===== config.mk =====
export PLATFORM = sky130hd
export DESIGN_NAME = grf_wb_arbiter
export DESIGN_NICKNAME = d
export VERILOG_FILES = /design/src/rtl/grf_wb_arbiter.sv
export SDC_FILE = /design/constraint.sdc
export NUM_CORES = 1
export LEC_CHECK = 0
export BUFFER_PORTS_ARGS = -buffer_cell sky130_fd_sc_hd__buf_4
export CAP_MARGIN = 25
export CORE_ASPECT_RATIO = 0.9
export CORE_MARGIN = 4
export CORE_UTILIZATION = 61
export CTS_BUF_LIST = sky130_fd_sc_hd__clkbuf_8
export DETAILED_ROUTE_END_ITERATION = 10
export GPL_TIMING_DRIVEN = 0
export PLACE_DENSITY = 0.85
export SYNTH_ARGS = -nofsm -noshare
export SYNTH_HDL_FRONTEND = slang
export SYNTH_SLANG_ARGS = --single-unit
export TNS_END_PERCENT = 5

===== constraint.sdc =====
create_clock -name clk -period 7.94 [get_ports clk]
set_input_delay 0.794 -clock clk [delete_from_list [all_inputs] [get_ports clk]]
set_output_delay 0.794 -clock clk [all_outputs]
set_load 0.005 [all_outputs]

===== src/rtl/grf_wb_arbiter.sv =====
// GRF write-port arbiter: the in-order pipeline writeback has priority, and MDU results
// wait in a small FIFO whose stale entries are killed by younger pipeline writes.
module grf_wb_arbiter #(
  parameter int DEPTH = 4,
  parameter int AW    = 2
) (
  input  logic          clk,
  input  logic          reset,
  input  logic          pipe_we,
  input  logic [4:0]    pipe_addr,
  input  logic [31:0]   pipe_data,
  input  logic [31:0]   pipe_pc,
  input  logic          mdu_valid,
  output logic          mdu_ready,
  input  logic [4:0]    mdu_addr,
  input  logic [31:0]   mdu_data,
  input  logic [31:0]   mdu_pc,
  input  logic [4:0]    q_addr,
  output logic          q_hit,
  output logic [AW:0]   fifo_count,
  output logic          WE,
  output logic [4:0]    WriteAddr,
  output logic [31:0]   WData,
  output logic [31:0]   PC
);

  logic          live_q [DEPTH];
  logic [4:0]    addr_q [DEPTH];
  logic [31:0]   data_q [DEPTH];
  logic [31:0]   pc_q   [DEPTH];
  logic [AW-1:0] head, tail;
  logic [AW:0]   count;

  logic          push, pop, push_live;
  logic          wb_vld_p1;
  logic [4:0]    wb_addr_p1;
  logic [31:0]   wb_data_p1, wb_pc_p1;

  assign mdu_ready  = (count != (AW+1)'(DEPTH));
  assign push       = mdu_valid && mdu_ready;
  assign pop        = !pipe_we && (count != '0);
  // A same-cycle pipeline write to the same register is younger, so the entry is born dead.
  assign push_live  = !(pipe_we && (pipe_addr == mdu_addr) && (mdu_addr != 5'd0));
  assign fifo_count = count;

  always_comb begin
    q_hit = 1'b0;
    for (int i = 0; i < DEPTH; i++) begin
      if (live_q[i] && (addr_q[i] == q_addr) && (q_addr != 5'd0)) q_hit = 1'b1;
    end
  end

  // Control: pointers, occupancy and live bits
  always_ff @(posedge clk or negedge reset) begin
    if (!reset) begin
      head  <= '0;
      tail  <= '0;
      count <= '0;
      for (int i = 0; i < DEPTH; i++) live_q[i] <= 1'b0;
    end else begin
      if (pipe_we && (pipe_addr != 5'd0)) begin
        for (int i = 0; i < DEPTH; i++) begin
          if (addr_q[i] == pipe_addr) live_q[i] <= 1'b0;
        end
      end
      if (pop) begin
        live_q[head] <= 1'b0;
        head         <= head + 1'b1;
      end
      if (push) begin
        live_q[tail] <= push_live;
        tail         <= tail + 1'b1;
      end
      if (push && !pop)      count <= count + 1'b1;
      else if (pop && !push) count <= count - 1'b1;
    end
  end

  // Entry payload storage
  always_ff @(posedge clk) begin
    if (push) begin
      addr_q[tail] <= mdu_addr;
      data_q[tail] <= mdu_data;
      pc_q[tail]   <= mdu_pc;
    end
  end

  // Stage p1: registered GRF write port
  always_ff @(posedge clk or negedge reset) begin
    if (!reset) begin
      wb_vld_p1  <= 1'b0;
      wb_addr_p1 <= '0;
      wb_data_p1 <= '0;
      wb_pc_p1   <= '0;
    end else if (pipe_we) begin
      wb_vld_p1  <= 1'b1;
      wb_addr_p1 <= pipe_addr;
      wb_data_p1 <= pipe_data;
      wb_pc_p1   <= pipe_pc;
    end else if (pop) begin
      wb_vld_p1 <= live_q[head];
      if (live_q[head]) begin
        wb_addr_p1 <= addr_q[head];
        wb_data_p1 <= data_q[head];
        wb_pc_p1   <= pc_q[head];
      end
    end else begin
      wb_vld_p1 <= 1'b0;
    end
  end

  assign WE        = wb_vld_p1;
  assign WriteAddr = wb_addr_p1;
  assign WData     = wb_data_p1;
  assign PC        = wb_pc_p1;

endmodule


### Word level (Yosys, flattened, before mapping)

Memory sizes are Yosys's and may differ from the RTL's.
Cells that the tools add are included.

* bits in registers: 81
* memories: 3
* input bits: 147
* output and inout port bits: 75
* word-level logic and storage cells: 99
* bits in writable memories: 276

* eq/ne operators: 10
* reduce and logical (&&, ||, !) cells: 29
* $lt $le $gt $ge: 4
* multiplexer cells: 34
* bitwise gates (word level): 4
* add/sub/neg operators: 4

Memory list
* data_q: words 4, bits a word 32, rd ports 1, clocked after memory_dff 0, wr ports 1, line 29 `logic [31:0] data_q [DEPTH];`
* pc_q: words 4, bits a word 32, rd ports 1, clocked after memory_dff 0, wr ports 1, line 30 `logic [31:0] pc_q [DEPTH];`
* addr_q: words 4, bits a word 5, rd ports 5, clocked after memory_dff 0, wr ports 1, line 28 `logic [4:0] addr_q [DEPTH];`

Operators with widths (number)
* $mux W32: 6
* $eq A5 B5 Y1: 9
* $logic_and A1 B1 Y1: 17
* $mux W1: 16
* $mux W5: 3
* $reduce_bool A5 Y1: 3
* $mux W4: 3
* $ge A3 B3 Y1 const B: 2
* $lt A3 B1 Y1 const B: 2
* $mux W3: 2
* $not A2 Y3: 2
* $reduce_bool A2 Y1: 3
* $add A2 B1 Y2 const B: 2
* $and A4 B4 Y4: 1
* $bwmux W4: 1
* $demux W1 S2: 2
* $logic_not A1 Y1: 4
* $not A4 Y4: 1
* $add A3 B1 Y3 const B: 1
* $ne A3 B3 Y1 const B: 1
* $reduce_bool A3 Y1: 1
* $sub A3 B1 Y3 const B: 1
* $bmux W1 S2: 1
* $reduce_and A2 Y1: 1

### Logic depth before layout (Yosys ltp)

* depth after elaboration: 10
* mapped depth: 10
* mapped depth without buffers: 9

### Worst setup path after synthesis

No wires, ideal clock.

* path type: input-to-reg
* start point: input mdu_valid
* end point: memory addr_q[0][0], enable pin
* path slack: 4.806 ns
* stages on the path: 3
* setup time: 0.423 ns
* data required time: 7.517 ns
* path buffers: 0
* arrival time: 2.711 ns
* cells stage by stage: a21boi_1 > nand2_1 > inv_1

* word-level cells in the longest chain between the ends: 3

Ends and longest elaborated chain
* from (decl): line 13 `input logic mdu_valid,`
* $logic_and A1 B1 Y1: line 40 `assign push = mdu_valid && mdu_ready;`
* $mux W1: line 81 `if (push) begin`
* $mux W1 (not written as such): line 82 `addr_q[tail] <= mdu_addr;`
* to (decl): line 28

No other way between the ends.

==> flow_metrics.tcl <==
set metrics [dict create \
    status "finished clean" \
    vias_per_cell 5.81 \
    tritoncts "done" \
    max_cap_violations 0 \
    dr.pass1.iters 5 \
    cts_max_level 2 \
    yosysUniqueCellTypes 32 \
    num_vias 8250 \
    cpPeakStageDelay_ps 450 \
    ctsHoldBuffers 0 \
    cts_setup_buffers 0 \
    slew_headroom 0.392 \
    netlist_area_mm2 0.0143 \
    synth_cells 808 \
    cpMaxStageDelayCell "edfxtp_1" \
    wire_per_inst_um 22.2 \
    crit_chain "xor2_1 -> nor4_1 -> nand3_1 -> nand4_1 -> o21a_1 -> buf_4" \
    worstSkewPairLatency_ps 560 \
    grt_pass1_wl_um 49000 \
    grt_max_degree 65 \
    antenna_found_initial 2 \
    die_y_um 153 \
    min_period_ps 2890 \
    ys_seq_area_frac 0.721 \
    critPathMaxFanout 3 \
    crit_arrival_ps 2100 \
    syn_nets 965 \
    ios 222 \
    cts_buffers 53 \
    fin_tns_setup_ps 0 \
    start_util 0.628 \
    synth-seq-cells 357 \
    p_leak_uw 0.00669 \
    regArea_mm2 0.0103 \
    fin_util 0.766 \
    hold_viol 0 \
    yosys_warnings 0 \
    finalMaxSlewViolations 0 \
    drive_above_1_share 0.339 \
    grt_pass1_vias 8835 \
    p_per_area_mw_per_mm2 349 \
    vdd.ir_drop.worst_v 0.000217 \
    synth_top_area_cell "edfxtp_1" \
    synth_common_cells "edfxtp_1, dfrtp_1, nand2_1" \
    synthToLayoutAreaGrowth_pct 21.9 \
    fillers 1313 \
    drtIter0Drc 781 \
    cts_resized 0 \
    num_rows 52 \
    tightest_slew_ps 913 \
    dp_hpwl_um 21000 \
    core_region_area_mm2 0.0228 \
    gp_congestion 0.914 \
    ys.flop_type "edfxtp_1" \
    yosysTopAreaCellShare 0.579 \
    cts.sinks 357 \
    rr_worst_depth 5 \
    globalRouteOverflowTotal 0 \
    cts_buffer_depth 3 \
    criticalPathCategory "flop to primary output" \
    required_ps 7150 \
    multiInputGateArea_mm2 0.00371 \
    hold_class "primary input to asynchronous set/reset pin" \
    die_area_mm2 0.0260 \
    drc 0 \
    final_nets 1237 \
    dieWidth_um 169 \
    port_buffers 211 \
    path_clk_slew_ps 70 \
    synth_most_common_cell "edfxtp_1" \
    cp-start-kind "flop" \
    yosys-top-cells-area "edfxtp_1, dfrtp_1, mux4_2" \
    ant_nets 0 \
    root_buffer "clkbuf_8" \
    syn_avg_cell_area_um2 17.7 \
    rsz0062_at_grt "no" \
    skew_ps 11.2 \
    async_reset_ff_frac 0.227 \
    routed_wl_um 31500 \
    setup_viol 0 \
    max_freq_mhz 346 \
    grt_use_total 0.244 \
    fin_crit_sh 0.364 \
    end_kind "primary output" \
    synth-edff-count 276 \
]
==> flip-flops by register name, summed over array words and instances, names as in the netlist <==
register	cells
fifo_count	3
WE	1
pc_q	128
tail	2
WData	32
addr_q	20
WriteAddr	5
PC	32
head	2
live_q	4
data_q	128
==> report_power, final <==
| group | total, uW | switching [uW] | internal [uW] |
|---|---|---|---|
| combinational | 1910 | 987 | 926 |
| sequential | 2750 | 205 | 2540 |
| clock | 1430 | 676 | 752 |
| total | 6090 | 1870 | 4220 |
==> worst max-delay path, delay by kind of cell, from the launching register on <==
family,cells,cell delay (ps)
xor+xnor,1,200
simple gates,3,650
flops,1,450
buf+inv,1,100
compound gates,1,130
==> stage by stage <==
stage	hold WS [ps]	power, uW	area, um2	std cells	worst slack, ps
final	136	6090	17400	1420	5050
after global routing	131	6410	17400	1419	4980
after CTS	113	6140	17400	1418	5080
after detailed placement	471	4720	16400	1321	4960
after floorplan	471	3880	14300	808	4810
after global placement	463	4620	16300	1316	3580
==> placed cells by master (no fill, tap or decap), types with 22 or more instances in the layout <==
cell | synthesis | routed
xnor2_1 | 22 | 22
clkbuf_1 | 30 | 30
xor2_1 | 27 | 27
mux2i_1 | 65 | 65
clkbuf_8 | 0 | 63
mux4_2 | 70 | 70
nand2_1 | 77 | 77
inv_1 | 16 | 26
dfrtp_1 | 81 | 81
o21ai_0 | 58 | 58
edfxtp_1 | 276 | 276
buf_4 | 5 | 216
==> layer usage <==
layer,vias up,part of all wire,global-route usage
met1,4188,0.40,0.335
met5,-,0.00086,0
met3,58,0.081,0.0535
li1,3667,-,-
met4,4,0.021,0.0671
met2,333,0.50,0.404
==> cells by family (layout without fill, tap and decap cells) <==
group                      after synthesis  in the layout  synth area share
AOI/OAI and AO/OA                       84             84            0.0312
DFF                                    357            357             0.721
other                                    0              1                 0
adders and majority gates               10             10           0.00927
xor gates and xnor gates                49             49            0.0300
buffers and inverters                   64            378            0.0196
and+or+nand+nor                        108            108            0.0324
muxes                                  136            136             0.156
==> final cells by class <==
cell class	instances	area share
inverters	16	0.00402
clock buffers	63	0.0497
multi-input cells	387	0.213
well taps	297	0.0213
repair buffers	217	0.0986
clock inverters	34	0.00947
plain buffers	48	0.0126
flip-flops and latches	357	0.591
diodes	1	0.000143
==> worst paths after layout <==
path / to / slack [ps] / start
max: q_hit / 5050 / addr_q[2][2]$_DFFE_PP_
min: WData[14]$_DFFE_PN0P_ / 140 / reset
max reg2reg: PC[27]$_DFFE_PN0P_ / 5180 / head[0]$_DFFE_PN0P_
min reg2reg: PC[18]$_DFFE_PN0P_ / 480 / PC[18]$_DFFE_PN0P_
max in group asynchronous: PC[11]$_DFFE_PN0P_ / 7160 / reset
min in group clk: pc_q[2][30]$_DFFE_PP_ / 430 / mdu_pc[30]
No activity file was read; power rests on OpenSTA's default activity.
